`config.mk`:
```
export PLATFORM = sky130hd
export DESIGN_NAME = nonce_result_collector
export DESIGN_NICKNAME = d
export VERILOG_FILES = /design/src/rtl/nonce_result_collector.sv
export SDC_FILE = /design/constraint.sdc
export NUM_CORES = 1
export LEC_CHECK = 0
export CAP_MARGIN = 15
export CORE_MARGIN = 2
export CORE_UTILIZATION = 45
export CTS_CLUSTER_SIZE = 16
export DETAILED_ROUTE_END_ITERATION = 16
export GPL_TIMING_DRIVEN = 0
export PLACE_DENSITY = 0.7
export SLEW_MARGIN = 40
export SYNTH_ARGS = -nofsm -noshare
export SYNTH_HDL_FRONTEND = slang
export SYNTH_SLANG_ARGS = --single-unit
export TNS_END_PERCENT = 20
```
`constraint.sdc`:
```
create_clock -name clk -period 8.15 [get_ports clk]
set_clock_uncertainty 0.15 [all_clocks]
set_input_delay 1.2225 -clock clk [delete_from_list [all_inputs] [get_ports clk]]
set_output_delay 1.2225 -clock clk [all_outputs]
set_load 0.02 [all_outputs]
```
`src/rtl/nonce_result_collector.sv`:
```
// -----------------------------------------------------------------------------
// nonce_result_collector
//
// Sits behind final_hash_validator. Rebuilds the absolute nonce of each
// result from a per-block index counter offset by NONCE_BASE, and buffers
// winning nonces (tagged with a block sequence number) in a first-word
// fall-through FIFO that the host reader drains with a valid/ready handshake.
//
// Optional build macro: NONCE_COLLECTOR_STATS_EN adds the hash_count and
// win_count statistics outputs.
//
// Ports:
//   clk          clock
//   rst          asynchronous active-high reset
//   valid_i      result present this cycle
//   newblock_i   with valid_i: first result of a new block
//   success_i    with valid_i: hash met difficulty
//   res_valid    FIFO head valid
//   res_ready    reader accepts head
//   res_nonce    nonce of head entry (0 when empty)
//   res_tag      block tag of head entry (0 when empty)
//   overflow     sticky: a win was dropped because the FIFO was full
//   exhausted    current block has delivered all 2^NONCEBITS results
//   clr_overflow synchronous clear of overflow (a coincident drop wins)
//   hash_count   (stats) accepted results since reset, saturating
//   win_count    (stats) push attempts since reset, saturating
// -----------------------------------------------------------------------------
module nonce_result_collector #(
  parameter logic [31:0] NONCE_BASE = 32'h42a14600,
  parameter int          NONCEBITS  = 6,
  parameter int          FIFO_DEPTH = 4,
  parameter int          TAGBITS    = 4
) (
  input  logic               clk,
  input  logic               rst,
  input  logic               valid_i,
  input  logic               newblock_i,
  input  logic               success_i,
  output logic               res_valid,
  input  logic               res_ready,
  output logic [31:0]        res_nonce,
  output logic [TAGBITS-1:0] res_tag,
  output logic               overflow,
  output logic               exhausted,
`ifdef NONCE_COLLECTOR_STATS_EN
  output logic [31:0]        hash_count,
  output logic [15:0]        win_count,
`endif
  input  logic               clr_overflow
);

  localparam int AW = $clog2(FIFO_DEPTH);
  localparam int EW = TAGBITS + 32;

  localparam logic [NONCEBITS-1:0] IDX_ZERO = {NONCEBITS{1'b0}};
  localparam logic [NONCEBITS-1:0] IDX_ONE  = {{(NONCEBITS-1){1'b0}}, 1'b1};
  localparam logic [NONCEBITS-1:0] IDX_LAST = {NONCEBITS{1'b1}};
  localparam logic [TAGBITS-1:0]   TAG_ONE  = {{(TAGBITS-1){1'b0}}, 1'b1};
  localparam logic [AW-1:0]        PTR_ONE  = {{(AW-1){1'b0}}, 1'b1};
  localparam logic [AW:0]          CNT_ZERO = {(AW+1){1'b0}};
  localparam logic [AW:0]          CNT_ONE  = {{AW{1'b0}}, 1'b1};
  localparam logic [AW:0]          CNT_FULL = (AW+1)'(FIFO_DEPTH);

  typedef enum logic [1:0] {
    IDLE      = 2'd0,
    RUN       = 2'd1,
    EXHAUSTED = 2'd2
  } state_t;

  state_t                state_r;
  logic [NONCEBITS-1:0]  counter_r;
  logic [TAGBITS-1:0]    tag_r;
  logic                  exhausted_r;

  logic                  accept_s;
  logic                  push_s;
  logic [NONCEBITS-1:0]  index_s;
  logic [TAGBITS-1:0]    tag_use_s;
  logic [31:0]           nonce_s;
  logic [EW-1:0]         entry_s;

  logic [EW-1:0]         mem_r [FIFO_DEPTH];
  logic [AW-1:0]         rd_ptr_r;
  logic [AW-1:0]         wr_ptr_r;
  logic [AW:0]           count_r;
  logic                  res_valid_r;
  logic [EW-1:0]         head_r;
  logic                  overflow_r;

  logic                  pop_s;
  logic                  full_s;
  logic                  wr_en_s;
  logic                  drop_s;
  logic [AW:0]           count_nx_s;
  logic [AW:0]           remain_s;
  logic [AW-1:0]         rd_nx_s;
  logic [EW-1:0]         head_nx_s;

  // Decide whether this cycle's result belongs to a block and build its entry.
  always_comb begin
    accept_s  = 1'b0;
    index_s   = IDX_ZERO;
    tag_use_s = tag_r;
    if (valid_i && newblock_i) begin
      // A new block always restarts at index 0 with the next tag.
      accept_s  = 1'b1;
      index_s   = IDX_ZERO;
      tag_use_s = tag_r + TAG_ONE;
    end else if (valid_i && (state_r == RUN)) begin
      accept_s  = 1'b1;
      index_s   = counter_r;
      tag_use_s = tag_r;
    end else begin
      // No block context (IDLE/EXHAUSTED) or no result: nothing consumed.
      accept_s  = 1'b0;
      index_s   = IDX_ZERO;
      tag_use_s = tag_r;
    end
    push_s  = accept_s & success_i;
    nonce_s = NONCE_BASE + {{(32-NONCEBITS){1'b0}}, index_s};
    entry_s = {tag_use_s, nonce_s};
  end

  // Block-tracking FSM: nonce index counter, block tag and exhaustion flag.
  always_ff @(posedge clk or posedge rst) begin
    if (rst) begin
      state_r     <= IDLE;
      counter_r   <= IDX_ZERO;
      tag_r       <= {TAGBITS{1'b0}};
      exhausted_r <= 1'b0;
    end else begin
      case (state_r)
        IDLE, EXHAUSTED: begin
          if (valid_i && newblock_i) begin
            state_r     <= RUN;
            counter_r   <= IDX_ONE;
            tag_r       <= tag_use_s;
            exhausted_r <= 1'b0;
          end
        end
        RUN: begin
          if (valid_i && newblock_i) begin
            counter_r <= IDX_ONE;
            tag_r     <= tag_use_s;
          end else if (valid_i) begin
            counter_r <= counter_r + IDX_ONE;
            // Consuming the last index ends the block's nonce space.
            if (counter_r == IDX_LAST) begin
              state_r     <= EXHAUSTED;
              exhausted_r <= 1'b1;
            end
          end
        end
        default: begin
          state_r     <= IDLE;
          counter_r   <= IDX_ZERO;
          exhausted_r <= 1'b0;
        end
      endcase
    end
  end

  // FIFO control: push/pop arbitration and next-state head selection.
  always_comb begin
    pop_s   = (count_r != CNT_ZERO) & res_ready;
    full_s  = (count_r == CNT_FULL);
    // A pop in the same cycle frees the slot, so a full FIFO can still accept.
    wr_en_s = push_s & (~full_s | pop_s);
    drop_s  = push_s & full_s & ~pop_s;

    case ({wr_en_s, pop_s})
      2'b10:   count_nx_s = count_r + CNT_ONE;
      2'b01:   count_nx_s = count_r - CNT_ONE;
      default: count_nx_s = count_r;
    endcase

    if (pop_s) begin
      rd_nx_s = rd_ptr_r + PTR_ONE;
    end else begin
      rd_nx_s = rd_ptr_r;
    end

    // Entries that survive this cycle, not counting the incoming push.
    remain_s = count_r - {{AW{1'b0}}, pop_s};

    if (count_nx_s == CNT_ZERO) begin
      head_nx_s = {EW{1'b0}};
    end else if (remain_s == CNT_ZERO) begin
      // Only the entry being written now is left: bypass it to the head.
      head_nx_s = entry_s;
    end else begin
      head_nx_s = mem_r[rd_nx_s];
    end
  end

  // FIFO storage, pointers, registered head and the sticky overflow flag.
  always_ff @(posedge clk or posedge rst) begin
    if (rst) begin
      for (int i = 0; i < FIFO_DEPTH; i++) begin
        mem_r[i] <= {EW{1'b0}};
      end
      rd_ptr_r    <= {AW{1'b0}};
      wr_ptr_r    <= {AW{1'b0}};
      count_r     <= CNT_ZERO;
      res_valid_r <= 1'b0;
      head_r      <= {EW{1'b0}};
      overflow_r  <= 1'b0;
    end else begin
      if (wr_en_s) begin
        mem_r[wr_ptr_r] <= entry_s;
        wr_ptr_r        <= wr_ptr_r + PTR_ONE;
      end
      rd_ptr_r    <= rd_nx_s;
      count_r     <= count_nx_s;
      res_valid_r <= (count_nx_s != CNT_ZERO);
      head_r      <= head_nx_s;
      if (drop_s) begin
        overflow_r <= 1'b1;
      end else if (clr_overflow) begin
        overflow_r <= 1'b0;
      end
    end
  end

  assign res_valid = res_valid_r;
  assign res_nonce = head_r[31:0];
  assign res_tag   = head_r[EW-1:32];
  assign overflow  = overflow_r;
  assign exhausted = exhausted_r;

`ifdef NONCE_COLLECTOR_STATS_EN
  logic [31:0] hash_count_r;
  logic [15:0] win_count_r;

  // Saturating counters of accepted results and attempted pushes.
  always_ff @(posedge clk or posedge rst) begin
    if (rst) begin
      hash_count_r <= 32'd0;
      win_count_r  <= 16'd0;
    end else begin
      if (accept_s && (hash_count_r != 32'hFFFF_FFFF)) begin
        hash_count_r <= hash_count_r + 32'd1;
      end
      if (push_s && (win_count_r != 16'hFFFF)) begin
        win_count_r <= win_count_r + 16'd1;
      end
    end
  end

  assign hash_count = hash_count_r;
  assign win_count  = win_count_r;
`endif

endmodule

```
==> metrics <==
post-CTS setup buffer count 0; TritonCTS Buffers 9; endpoint arrival time on the critical path 4.64 ns; maximum number of pins on one net before global-route repair 60; number of warnings printed during yosys synthesis 0; Rows 33; slack of the critical path 3.62 ns; Mapped Avg Cell Area 10.1 um2; worst hold-check path type reg -> reg; leading cell types in the layout, fill and taps excluded sky130_fd_sc_hd__dfrtp_1 (77), sky130_fd_sc_hd__nand2_1 (65), sky130_fd_sc_hd__o21ai_1 (46); final-report hold violation count 0; Clk Latency, worst-skew pair 0.36 ns; worst-case setup slack after placement 3.25 ns; drt first pass iters 4; Buffers on Ports 27; buffer depth of the longest clock path 2; via count normalized by instance count about 5.1; total gr overflow 0; final RePlAce weighted congestion 0.856; Gate Count Post-Synth 370; die extent in x 95.3 um; outcome complete, no violations; fraction of the cycle the final worst path needs 55.6%; Top FF cell, synth sky130_fd_sc_hd__dfrtp_1; cell count of the worst hold path 1; number of top-level pins 46; number of library cell types mapped by synthesis 48; Register-to-Register Path Depth 13; area of the core just over 8000 um2; Post-synth EDFFs 0; global routing usage summed across all routing layers 18.7%; wire length of the first global-routing pass between 10,000 and 15,000 um; number of clock sinks seen by CTS a little under 80; vertical die dimension ~95 um; IR Drop Worst-Case VDD approximately 140 uV; Max-Cap Viols 0; sequential cell area fraction in the yosys report about half; CTS tree built; Final setup violation count 0; hold path start mem_r[66]$_DFFE_PP0P_; met1 global-route usage between 20% and 30%; power density over the cells ~340 nW/um2; wire length after detailed routing between 7000 and 8000 um; CP startpoint res_ready; leakage power of the design ~2.0 nW; Ant. Diodes 0; Routed wire per std cell between 10 and 15 um; CTS H-tree lvls 3; routing usage on met3 between 2 and 3%; layout cell share with drive strength beyond 1 between 10% and 20%; global-route met2 utilization between 20% and 30%; f_max roughly 220 MHz; die area around 9100 um2; async set-or-reset flop fraction in the synthesized netlist between 90% and 100%; type of the setup path with the least slack in -> reg; kind of end point of the critical path flip-flop; Vias around 2,700; RSZ-0062 raised after global routing false; leading cell type in the layout, fill and taps excluded sky130_fd_sc_hd__dfrtp_1; Resized Gates After CTS 0; CTS root buf sky130_fd_sc_hd__clkbuf_8; Worst Max-Slew Pin Slew 0.546 ns; Area growth syn-to-layout 18.7%; Synth Register Bits between 70 and 80; post-detail-place hpwl 5270 um; max_slew headroom between 60% and 70%; hold bufs inserted after CTS 0; initial antenna violation count 0; final net count between 400 and 500; violation count after the first detailed-route iteration 85; startpoint of the lowest-slack register-to-register path count_r[0]$_DFF_PP0_; drc violations 0; initial core utilization between 40% and 50%; post-CTS clock slew at the launch and capture registers of the worst setup and hold paths about 0.080 ns; startpoint type of the worst setup path input port; number of nets with antenna violations after routing 0; critical path peak fanout 10; peak-usage layer in the global routing report met2; aggregate negative setup slack 0 ns; required time reported for the critical path endpoint a little over 8 ns; post-synthesis instance area ~3800 um2; via count of the first global-routing pass roughly 2,600; shortest clock period the worst path allows after layout around 4.5 ns; final number of max-transition violations 0
-- stage by stage --
step / cell area, um2 / total power, mW / hold slack (ns) / cells / utilization (%)
after CTS: 4460 / 1.55 / 0.327 / 536 / 54.8
after global placement: 4220 / 1.23 / 0.303 / 519 / 51.9
final: 4460 / 1.54 / 0.327 / 536 / 54.8
after global routing: 4460 / 1.64 / 0.357 / 536 / 54.8
after floorplan: 3820 / 1.05 / 0.284 / 387 / -
after detailed placement: 4250 / 1.25 / 0.304 / 520 / 52.3
-- path summary, 6_finish.rpt --
path                                     endpoint  slack (ns)
max in group asynchronous   mem_r[73]$_DFFE_PP0P_        6.31
min                         mem_r[66]$_DFFE_PP0P_        0.33
min in group asynchronous  mem_r[108]$_DFFE_PP0P_        1.01
min reg2reg                 mem_r[66]$_DFFE_PP0P_        0.33
max reg2reg                   head_r[4]$_DFF_PP0_        4.45
max                           head_r[4]$_DFF_PP0_        3.62
-- cell families (layout without fill, tap and decap cells) --
kind of cell | count (synthesis) | after routing | synth area share [%]
compound gates | 96 | 96 | 15.8
other cells | 1 | 18 | 0.0999
buf+inv | 54 | 98 | 8.83
xor+xnor | 11 | 11 | 2.97
simple gates | 98 | 98 | 11.4
mux | 24 | 24 | 6.43
fa+ha+maj | 9 | 9 | 3.20
flops | 77 | 77 | 51.3
-- layout make-up --
class | count | area [um2]
multi-input combinational | 256 | 1560
tap | 105 | 131
timing repair buffer | 28 | 298
buffer | 42 | 287
fill | 721 | 3680
clock buffer | 9 | 124
inverter | 12 | 50.0
clock inverter | 7 | 80.1
sequential | 77 | 1930
-- sequential cells by signal (all words and copies together) (netlist names) --
register,cells
tag_r,4
head_r,11
exhausted,1
wr_ptr_r,2
overflow,1
counter_r,6
rd_ptr_r,2
mem_r,44
state_r,2
res_valid,1
count_r,3
-- power breakdown --
part	total, mW	switching (mW)	internal (mW)	leakage, nW
Combinational	0.668	0.361	0.307	0.942
Sequential	0.567	0.0784	0.489	0.993
Clock	0.301	0.156	0.146	0.0973
-- worst max-delay path: stages --
cell and delay (ns):
sky130_fd_sc_hd__clkdlybuf4s50_1 0.47, sky130_fd_sc_hd__or4b_1 0.57, sky130_fd_sc_hd__o2111a_1 0.18, sky130_fd_sc_hd__buf_2 0.16, sky130_fd_sc_hd__inv_2 0.05, sky130_fd_sc_hd__ha_1 0.17
sky130_fd_sc_hd__inv_1 0.06, sky130_fd_sc_hd__fa_1 0.37, sky130_fd_sc_hd__xor2_1 0.18, sky130_fd_sc_hd__or3_1 0.38, sky130_fd_sc_hd__a311o_1 0.28, sky130_fd_sc_hd__buf_2 0.20
sky130_fd_sc_hd__or2_1 0.24, sky130_fd_sc_hd__o221ai_1 0.09
-- metal layers --
layer / routed length (um) / vias up
li1: - / 1332
met1: 3490 / 1306
met2: 3450 / 67
met3: 352 / 11
met4: 125 / 0
met5: 0 / -
-- Yosys cell counts (2+ instances only) --
| cell | number | share of area, % |
|---|---|---|
| sky130_fd_sc_hd__o21ai_1 | 46 | 6.1 |
| sky130_fd_sc_hd__nand3_1 | 6 | 0.80 |
| sky130_fd_sc_hd__and3_1 | 3 | 0.50 |
| sky130_fd_sc_hd__buf_2 | 10 | 1.3 |
| sky130_fd_sc_hd__o21ai_0 | 18 | 2.4 |
| sky130_fd_sc_hd__inv_1 | 9 | 0.90 |
| sky130_fd_sc_hd__nand4_1 | 2 | 0.33 |
| sky130_fd_sc_hd__inv_2 | 3 | 0.30 |
| sky130_fd_sc_hd__xor2_1 | 3 | 0.70 |
| sky130_fd_sc_hd__nand2b_1 | 4 | 0.67 |
| sky130_fd_sc_hd__buf_4 | 27 | 5.4 |
| sky130_fd_sc_hd__ha_1 | 8 | 2.7 |
| sky130_fd_sc_hd__clkbuf_1 | 3 | 0.30 |
| sky130_fd_sc_hd__nand2_1 | 65 | 6.5 |
| sky130_fd_sc_hd__dfrtp_1 | 77 | 51 |
| sky130_fd_sc_hd__xnor2_1 | 6 | 1.4 |
| sky130_fd_sc_hd__o22a_1 | 9 | 2.1 |
| sky130_fd_sc_hd__buf_6 | 2 | 0.60 |
| sky130_fd_sc_hd__mux2i_1 | 23 | 6.1 |
| sky130_fd_sc_hd__nor2b_1 | 2 | 0.33 |
| sky130_fd_sc_hd__a22o_1 | 2 | 0.47 |
| sky130_fd_sc_hd__a311o_1 | 2 | 0.53 |
| sky130_fd_sc_hd__a21oi_1 | 6 | 0.80 |
| sky130_fd_sc_hd__nor2_1 | 10 | 1.0 |
(Power assumes the default switching activity.)
